<file path="config.mk">
export PLATFORM = sky130hd
export DESIGN_NAME = seg7_scan_driver_flat
export DESIGN_NICKNAME = d
export VERILOG_FILES = /design/src/rtl/seg7_scan_driver_if.sv /design/src/rtl/seg7_scan_driver.sv /design/src/flat_wrapper.sv
export SDC_FILE = /design/constraint.sdc
export NUM_CORES = 1
export LEC_CHECK = 0
export ABC_AREA = 1
export ABC_CLOCK_PERIOD_IN_PS = 2200
export CAP_MARGIN = 20
export CORE_MARGIN = 2
export CORE_UTILIZATION = 49
export DETAILED_ROUTE_END_ITERATION = 12
export GPL_TIMING_DRIVEN = 0
export PLACE_DENSITY = 0.76
export SYNTH_ARGS = -nofsm -noshare
export SYNTH_HDL_FRONTEND = slang
export SYNTH_SLANG_ARGS = --single-unit
</file>
<file path="constraint.sdc">
create_clock -name clk -period 2.2 [get_ports clk]
set_input_delay 0.44 -clock clk [delete_from_list [all_inputs] [get_ports clk]]
set_output_delay 0.44 -clock clk [all_outputs]
set_load 0.01 [all_outputs]
</file>
<file path="src/rtl/seg7_scan_driver_if.sv">
// Purpose: display-side bundle between the stopwatch core and the 7-segment scan driver.
// Signals:
//   en                      display enable (low = hold counters, display dark)
//   sec_ones .. min_tens    BCD digits, digit 0 (rightmost) .. digit 3 (leftmost)
//   blink_mask              bit i set: digit i blinks
//   blank_lead              blank digit 3 when its snapshot value is zero
//   seg                     active-low segments, seg[0]=a .. seg[6]=g
//   an                      active-low anodes, an[i] selects digit i
//   scan_wrap               one-cycle pulse at the end of each full 4-digit scan
// Modports: master = digit source / display consumer, slave = scan driver.
interface seg7_scan_driver_if;
    logic       en;
    logic [3:0] sec_ones;
    logic [3:0] sec_tens;
    logic [3:0] min_ones;
    logic [3:0] min_tens;
    logic [3:0] blink_mask;
    logic       blank_lead;
    logic [6:0] seg;
    logic [3:0] an;
    logic       scan_wrap;

    modport master (
        output en, sec_ones, sec_tens, min_ones, min_tens, blink_mask, blank_lead,
        input  seg, an, scan_wrap
    );

    modport slave (
        input  en, sec_ones, sec_tens, min_ones, min_tens, blink_mask, blank_lead,
        output seg, an, scan_wrap
    );
endinterface

</file>
<file path="src/rtl/seg7_scan_driver.sv">
// Purpose: time-multiplexes the MM:SS digits onto a 4-digit common-anode 7-segment
// display, with per-slot ghost-blanking dead time, a coherent per-scan snapshot,
// per-digit blink and optional leading-zero blanking.
// Ports:
//   clk   system clock
//   rst   synchronous, active-high reset
//   bus   seg7_scan_driver_if.slave (digit inputs in, seg/an/scan_wrap out, all registered)
module seg7_scan_driver #(
    parameter int unsigned REFRESH_DIV  = 1000,
    parameter int unsigned BLANK_CYCLES = 16,
    parameter int unsigned BLINK_SCANS  = 125
) (
    input  logic              clk,
    input  logic              rst,
    seg7_scan_driver_if.slave bus
);

    localparam int unsigned SLOT_W  = $clog2(REFRESH_DIV);
    localparam int unsigned BLINK_W = (BLINK_SCANS > 1) ? $clog2(BLINK_SCANS) : 1;
    localparam logic [SLOT_W-1:0]  SLOT_LAST  = SLOT_W'(REFRESH_DIV - 1);
    localparam logic [SLOT_W-1:0]  SLOT_BLANK = SLOT_W'(BLANK_CYCLES);
    localparam logic [BLINK_W-1:0] BLINK_LAST = BLINK_W'(BLINK_SCANS - 1);

    logic [SLOT_W-1:0]  slot_q, slot_d;
    logic [1:0]         dig_q, dig_d;
    logic [BLINK_W-1:0] blink_cnt_q, blink_cnt_d;
    logic               blink_ph_q, blink_ph_d;
    logic [3:0][3:0]    snap_q, snap_d;
    logic [3:0]         an_q, an_d;
    logic [6:0]         seg_q, seg_d;
    logic               wrap_q, wrap_d;
    logic               capture;
    logic               suppress;

    // Active-low gfedcba decode; non-BCD codes show a dash.
    function automatic logic [6:0] seg_decode(input logic [3:0] v);
        logic [6:0] s;
        case (v)
            4'd0:    s = 7'b1000000;
            4'd1:    s = 7'b1111001;
            4'd2:    s = 7'b0100100;
            4'd3:    s = 7'b0110000;
            4'd4:    s = 7'b0011001;
            4'd5:    s = 7'b0010010;
            4'd6:    s = 7'b0000010;
            4'd7:    s = 7'b1111000;
            4'd8:    s = 7'b0000000;
            4'd9:    s = 7'b0010000;
            default: s = 7'b0111111;
        endcase
        return s;
    endfunction

    // Next-state and output logic.
    always_comb begin
        slot_d      = slot_q;
        dig_d       = dig_q;
        blink_cnt_d = blink_cnt_q;
        blink_ph_d  = blink_ph_q;
        snap_d      = snap_q;
        wrap_d      = 1'b0;
        an_d        = 4'b1111;
        seg_d       = 7'b1111111;
        capture     = bus.en && (slot_q == '0) && (dig_q == 2'd0);

        // The digit being captured this cycle is also the one displayed, so the view uses snap_d.
        if (capture) begin
            snap_d = {bus.min_tens, bus.min_ones, bus.sec_tens, bus.sec_ones};
        end

        suppress = (blink_ph_q && bus.blink_mask[dig_q]) ||
                   ((dig_q == 2'd3) && bus.blank_lead && (snap_d[3] == 4'd0));

        if (bus.en) begin
            if (slot_q == SLOT_LAST) begin
                slot_d = '0;
                dig_d  = dig_q + 2'd1;
                // Blink counter advances with the scan_wrap event so the phase flips on a scan boundary.
                if (dig_q == 2'd3) begin
                    wrap_d = 1'b1;
                    if (blink_cnt_q == BLINK_LAST) begin
                        blink_cnt_d = '0;
                        blink_ph_d  = ~blink_ph_q;
                    end else begin
                        blink_cnt_d = blink_cnt_q + BLINK_W'(1);
                    end
                end
            end else begin
                slot_d = slot_q + SLOT_W'(1);
            end

            if ((slot_q >= SLOT_BLANK) && !suppress) begin
                an_d  = ~(4'b0001 << dig_q);
                seg_d = seg_decode(snap_d[dig_q]);
            end
        end
    end

    // State and output registers.
    always_ff @(posedge clk) begin
        if (rst) begin
            slot_q      <= '0;
            dig_q       <= 2'd0;
            blink_cnt_q <= '0;
            blink_ph_q  <= 1'b0;
            snap_q      <= '0;
            an_q        <= 4'b1111;
            seg_q       <= 7'b1111111;
            wrap_q      <= 1'b0;
        end else begin
            slot_q      <= slot_d;
            dig_q       <= dig_d;
            blink_cnt_q <= blink_cnt_d;
            blink_ph_q  <= blink_ph_d;
            snap_q      <= snap_d;
            an_q        <= an_d;
            seg_q       <= seg_d;
            wrap_q      <= wrap_d;
        end
    end

    assign bus.an        = an_q;
    assign bus.seg       = seg_q;
    assign bus.scan_wrap = wrap_q;

endmodule
</file>
<file path="src/flat_wrapper.sv">
// flat-port wrapper written by rule: the top's interface ports become plain ports
module seg7_scan_driver_flat 
#(
    parameter int unsigned REFRESH_DIV  = 1000,
    parameter int unsigned BLANK_CYCLES = 16,
    parameter int unsigned BLINK_SCANS  = 125
)
  (clk, rst, bus_en, bus_sec_ones, bus_sec_tens, bus_min_ones, bus_min_tens, bus_blink_mask, bus_blank_lead, bus_seg, bus_an, bus_scan_wrap);
  seg7_scan_driver_if bus_i ();
  input  logic clk;
  input  logic rst;
  input wire logic [$bits(bus_i.en)-1:0] bus_en;
  input wire logic [$bits(bus_i.sec_ones)-1:0] bus_sec_ones;
  input wire logic [$bits(bus_i.sec_tens)-1:0] bus_sec_tens;
  input wire logic [$bits(bus_i.min_ones)-1:0] bus_min_ones;
  input wire logic [$bits(bus_i.min_tens)-1:0] bus_min_tens;
  input wire logic [$bits(bus_i.blink_mask)-1:0] bus_blink_mask;
  input wire logic [$bits(bus_i.blank_lead)-1:0] bus_blank_lead;
  output wire logic [$bits(bus_i.seg)-1:0] bus_seg;
  output wire logic [$bits(bus_i.an)-1:0] bus_an;
  output wire logic [$bits(bus_i.scan_wrap)-1:0] bus_scan_wrap;
  assign bus_i.en = bus_en;
  assign bus_i.sec_ones = bus_sec_ones;
  assign bus_i.sec_tens = bus_sec_tens;
  assign bus_i.min_ones = bus_min_ones;
  assign bus_i.min_tens = bus_min_tens;
  assign bus_i.blink_mask = bus_blink_mask;
  assign bus_i.blank_lead = bus_blank_lead;
  assign bus_seg = bus_i.seg;
  assign bus_an = bus_i.an;
  assign bus_scan_wrap = bus_i.scan_wrap;
  seg7_scan_driver #(.REFRESH_DIV(REFRESH_DIV), .BLANK_CYCLES(BLANK_CYCLES), .BLINK_SCANS(BLINK_SCANS)) u_core (.clk(clk), .rst(rst), .bus(bus_i));
endmodule
</file>
==> flow_metrics.env, run 1 <==
export IMPL_htreeDepth=2
export IMPL_hold_path_class="reg2reg"
export IMPL_ys_ff_latch=48
export IMPL_peakVddDrop_uv=302
export IMPL_ios=36
export IMPL_yosys_area_top_type_share_pct=37.0
export IMPL_drt_wl_total_um=7020
export IMPL_start_util_pct=50.8
export IMPL_synth_area_leaders="dfxtp_1 37%, nand2_1 11%, nand3_1 11%"
export IMPL_crit_path_max_incr_delay_ps=340
export IMPL_hold_viol=0
export IMPL_path_max_fanout=5
export IMPL_viasPerCell=5.44
export IMPL_cts_sinks=48
export IMPL_area_growth_pct=35.9
export IMPL_cap_viol_max_count=0
export IMPL_diodes=0
export IMPL_fin_hold_ws_ps=471
export IMPL_min_period_ps=2230
export IMPL_place_ws_ps=-544
export IMPL_yosysWarnings=0
export IMPL_synth_commonest_cells="76 x nand2_1, 56 x nand3_1, 48 x dfxtp_1"
export IMPL_maxSlewViolCount=0
export IMPL_finalNetCount=443
export IMPL_syn_area_per_cell_um2=7.46
export IMPL_cp_slowest_cell="dfxtp_1"
export IMPL_r2r_start="u_core.slot_q[1]"
export IMPL_synthCells=348
export IMPL_core_um2=5110
export IMPL_finalSetupViolCount=4
export IMPL_gp_congestion=0.854
export IMPL_synth_top_area_cell="dfxtp_1"
export IMPL_power_leakage_nw=1.45
export IMPL_clkTransAtPathRegs_ps=90
export IMPL_placement_cell_area_um2=3040
export IMPL_arrival_ps=2410
export IMPL_crit_start="u_core.slot_q[1]"
export IMPL_cp_required_ps=2390
export IMPL_worstMarginPinSlew_ps=501
export IMPL_fin_skew_ps=9.04
export IMPL_outcome="complete, but fails checks"
export IMPL_rows=26
export IMPL_drt_iter0_markers=265
export IMPL_synth_edf_count=0
export IMPL_crit_chain="inv_2, ha_4, nand3_4, nor2_4, buf_8, buf_4, buf_4, buf_4, nand3_1, nand3_1, nand3_4, nand2_4, nand2_2, nand2_4, nand3_1"
export IMPL_cts_tree="built"
export IMPL_critical_path_endpoint="u_core.bus.seg[1]"
export IMPL_layout_drive_gt1_share_pct=23.6
export IMPL_clkLatencyLatePin_ps=310
export IMPL_chipHeight_um=76.8
export IMPL_cts_buffers=5
export IMPL_synthArstFlopShare_pct=0
export IMPL_ys_seq_area_share_pct=37.0
export IMPL_slew_headroom_pct=66.6
export IMPL_failed_checks="negative setup slack"
export IMPL_synth_nets=385
export IMPL_die_w_um=76.8
export IMPL_cts_root_buffer="clkbuf_8"
export IMPL_power_density_cell_area_nw_per_um2=571
export IMPL_final_antenna_net_count=0
export IMPL_grt_antenna_before_repair=0
export IMPL_hpwl_um=4330
export IMPL_port_buffers=35
export IMPL_grt_pass1_vias=2339
export IMPL_r2r_slack_ps=-30
export IMPL_dieArea_um2=5890
export IMPL_timing_fmax_mhz=449
export IMPL_synth_ff_type="dfxtp_1"
export IMPL_grt_start_max_net_pins=16
export IMPL_timing_reg2reg_worst_path_depth=15
export IMPL_r2r_end="u_core.bus.seg[1]"
export IMPL_clockBufferDepth=2
export IMPL_vias=2595
export IMPL_synth_cell_types=34
export IMPL_overflow=0
export IMPL_drc=0
export IMPL_critPathKind="reg2reg"
export IMPL_final_cell_area_um2=3530
export IMPL_wl_per_cell_um=14.7
export IMPL_period_share_pct=101
export IMPL_worstSetupStartpointType="register"
export IMPL_dr_pass1_iters=5
export IMPL_finalWorstSetupSlack_ps=-28.3
export IMPL_grt_first_pass_wirelength_um=10300
export IMPL_syn_cell_area_um2=2590
export IMPL_track_usage_pct=21.5
export IMPL_worstSetupEndpointType="register"
export IMPL_synth_most_common_cell="nand2_1"
## state kept, by name, summed over array words and instances (netlist names)
register	flops
u_core.bus.scan_wrap	1
u_core.bus.seg	7
u_core.bus.an	4
u_core.dig_q	2
u_core.blink_ph_q	1
u_core.slot_q	10
u_core.blink_cnt_q	7
u_core.snap_q	16
## worst min-delay path by stage
stage	from	cells after the start	to
2_1_floorplan	u_core.blink_ph_q	1	u_core.blink_ph_q
3_3_place_gp	u_core.blink_ph_q	1	u_core.blink_ph_q
3_5_place_dp	u_core.snap_q[3]	2	u_core.snap_q[3]
4_1_cts	u_core.snap_q[3]	2	u_core.snap_q[3]
5_1_grt	u_core.snap_q[3]	2	u_core.snap_q[3]
6_report	u_core.snap_q[3]	2	u_core.snap_q[3]
## routing by layer
layer,routed length [um],global-route usage [%]
met4,235,7.64
met2,3510,38.4
met1,2830,25.5
met3,439,4.24
met5,0,0
## where the power goes
part	internal (mW)	switching, mW
sequential	0.893	0.0106
clock	0.337	0.311
combinational	0.199	0.261
total	1.43	0.583
## stage by stage
stage                     power (mW)  setup TNS [ps]  util [%]  cells
final                           2.01           -40.9      69.0    477
after global routing            2.10            -441      69.0    477
after CTS                       1.91               0      64.0    471
after detailed placement        1.25           -3700      59.6    453
after global placement          1.24           -3260      59.6    453
after floorplan                 1.15               0         -    348
## critical path: cells and delay by family, from the launching register on
family                     cells  cell delay (ps)
buffers and inverters          5              600
adders and majority gates      1              150
DFF                            1              340
and+or+nand+nor                9             1030
## layout by cell type, fill, tap and decap left out, drive strengths merged
| master | n |
|---|---|
| nand2 | 85 |
| nand3 | 60 |
| dfxtp | 48 |
| inv | 36 |
| clkdlybuf4s50 | 34 |
| nor2 | 33 |
| buf | 23 |
| a21oi | 20 |
| ha | 13 |
| o21ai | 9 |
| clkbuf | 8 |
| nand3b | 7 |
| nor3 | 6 |
| nand4 | 4 |
| xor2 | 4 |
| nor3b | 3 |
| a211oi | 2 |
| xnor2 | 2 |
| clkinv | 2 |
| and2 | 1 |
| nor4 | 1 |
| or2 | 1 |
| o21bai | 1 |
| and3 | 1 |
| clkinvlp | 1 |
| bufinv | 1 |
| dlygate4sd2 | 1 |
## cells by family after synthesis
group                      share of synthesized area, %
and+or+nand+nor                                    38.3
DFF                                                37.0
buffers and inverters                              9.45
AOI/OAI and AO/OA                                  6.90
adders and majority gates                          6.27
xor gates and xnor gates                           2.03
## timing repair
item,in CTS,in global routing
pin swaps,6,14
endpoints found under the setup margin,7,7
gates resized for setup,14,45
hold buffers,0,0
setup buffers,11,7
## cell type report
| class | instances | area [um^2] |
|---|---|---|
| tap | 70 | 87.6 |
| sequential | 48 | 968 |
| clock inverter | 3 | 42.5 |
| fill | 394 | 1580 |
| buffer | 8 | 83.8 |
| multi-input combinational | 253 | 1630 |
| timing repair buffer | 53 | 488 |
| inverter | 37 | 156 |
| clock buffer | 5 | 68.8 |
(Power assumes the default switching activity.)
==> run 2: changes to the inputs <==
- ABC_CLOCK_PERIOD_IN_PS: 2200 -> 2400
- CORE_UTILIZATION: 49 -> 50
- PLACE_DENSITY: 0.76 -> 0.74
- clock period: 2.2 -> 2.4 ns (I/O delays scaled with it)
==> flow_metrics.env, run 2 (synthesized netlist as in run 1, its figures left out) <==
export IMPL_outcome="finished, final reports clean"
export IMPL_fillers=455
export IMPL_peakVddDrop_uv=265
export IMPL_period_share_pct=93.3
export IMPL_chipHeight_um=76.0
export IMPL_grt_start_max_net_pins=15
export IMPL_drc=0
export IMPL_final_cell_area_um2=3270
export IMPL_gp_congestion=0.886
export IMPL_final_cell_mix="75 x nand2_1, 54 x nand3_1, 46 x dfxtp_1"
export IMPL_grt_pass1_vias=2256
export IMPL_port_buffers=35
export IMPL_wl_per_cell_um=12.4
export IMPL_cts_root_buffer="clkbuf_8"
export IMPL_drt_wl_total_um=5800
export IMPL_cp_required_ps=2600
export IMPL_overflow=0
export IMPL_layout_drive_gt1_share_pct=14.1
export IMPL_ios=36
export IMPL_maxSlewViolCount=0
export IMPL_grt_first_pass_wirelength_um=9870
export IMPL_arrival_ps=2440
export IMPL_clkLatencyLatePin_ps=300
export IMPL_clkTransAtPathRegs_ps=90
export IMPL_reg_top3="u_core.snap_q x16, u_core.slot_q x10"
export IMPL_cts_buffers=5
export IMPL_final_antenna_net_count=0
export IMPL_start_util_pct=51.5
export IMPL_viasPerCell=5.11
export IMPL_power_mw=1.79
export IMPL_largest_register_ffs=16
export IMPL_hold_path_class="reg2reg"
export IMPL_clockBufferDepth=2
export IMPL_vias=2391
export IMPL_final_common_cell="nand2_1"
export IMPL_finalSetupViolCount=0
export IMPL_cts_sinks=48
export IMPL_core_um2=5040
export IMPL_placement_cell_area_um2=3030
export IMPL_cts_tree="built"
export IMPL_fin_util_pct=64.8
export IMPL_fin_hold_ws_ps=471
export IMPL_timing_fmax_mhz=447
export IMPL_drt_iter0_markers=104
export IMPL_dr_pass1_iters=4
export IMPL_rows=26
export IMPL_diodes=0
export IMPL_hold_viol=0
export IMPL_cap_viol_max_count=0
export IMPL_hpwl_um=4140
export IMPL_power_leakage_nw=1.40
export IMPL_slew_headroom_pct=66.1
export IMPL_cts_hold_buf=0
export IMPL_track_usage_pct=20.6
export IMPL_htreeDepth=2
export IMPL_area_growth_pct=25.9
export IMPL_path_max_fanout=10
export IMPL_worstSetupStartpointType="register"
export IMPL_power_density_cell_area_nw_per_um2=547
export IMPL_top_register="u_core.snap_q"
export IMPL_critPathKind="reg2reg"
export IMPL_dieArea_um2=5780
export IMPL_die_w_um=76.0
export IMPL_min_period_ps=2240
export IMPL_finalSetupTns_ps=0
export IMPL_grt_antenna_before_repair=0
export IMPL_fin_skew_ps=10.3
export IMPL_worstMarginPinSlew_ps=508
export IMPL_worstSetupEndpointType="register"
export IMPL_finalNetCount=434
## run 2: cell count changes in the layout (fill, tap and decap cells not counted), sizes merged
cell / previous run / this run
clkinvlp: 1 / 0
dlymetal6s2s: 0 / 1
clkinv: 2 / 1
dlygate4sd2: 1 / 0
buf: 23 / 14
clkbuf: 8 / 10
## run 2: power by group
part | leakage (nW) | switching, mW | internal (mW)
clock network | 0.0645 | 0.274 | 0.368
registers | 0.392 | 0.00851 | 0.818
logic | 0.948 | 0.176 | 0.141
## run 2: per-layer routing
metal  GRT usage, %  share of wire (%)  wire [um]
met1           24.0                 46       2650
met2           37.1                 49       2830
met3           3.44                3.7        216
met4           9.09                1.7        101
met5              0                  0          0
## run 2: layout make-up
class | instances | area [um^2] | area share, %
Buffer | 9 | 104 | 3.18
Tap cell | 70 | 87.6 | 2.68
Sequential cell | 48 | 968 | 29.6
Timing Repair Buffer | 43 | 413 | 12.6
Clock inverter | 1 | 30.0 | 0.919
Clock buffer | 7 | 96.3 | 2.95
Multi-Input combinational cell | 253 | 1410 | 43.3
Inverter | 37 | 154 | 4.71
## run 2: critical path, stage by stage (launching register included)
cell,delay [ps]
dfxtp_4,360
inv_4,80
buf_12,110
ha_4,140
nand3_2,90
nor2_4,140
buf_8,130
buf_12,120
nand3b_1,100
nand3_1,90
nand3_1,80
nand2_2,140
ha_1,170
nand3_1,100
a21oi_1,210
nand2_1,70
## run 2: what timing repair did
action,CTS,global route
pin swaps,3,4
setup endpoints to repair,7,6
gates resized for setup,10,9
setup buffers,4,4
## run 2: worst paths after layout
check | slack, ps | depth (start not counted) | from | endpoint
worst min-delay path | 470 | 2 | u_core.snap_q[3] | u_core.snap_q[3]
worst max-delay path | 160 | 15 | u_core.dig_q[0] | u_core.bus.seg[4]
worst min register to register | 470 | 2 | u_core.snap_q[3] | u_core.snap_q[3]
worst max register to register | 160 | 15 | u_core.dig_q[0] | u_core.bus.seg[4]
## run 2: metrics by stage
stage	setup slack (ps)	cells
CTS	22.7	465
global placement	-406	453
global route	-8.01	468
finish	162	468
detailed placement	-407	453
floorplan	67.1	348
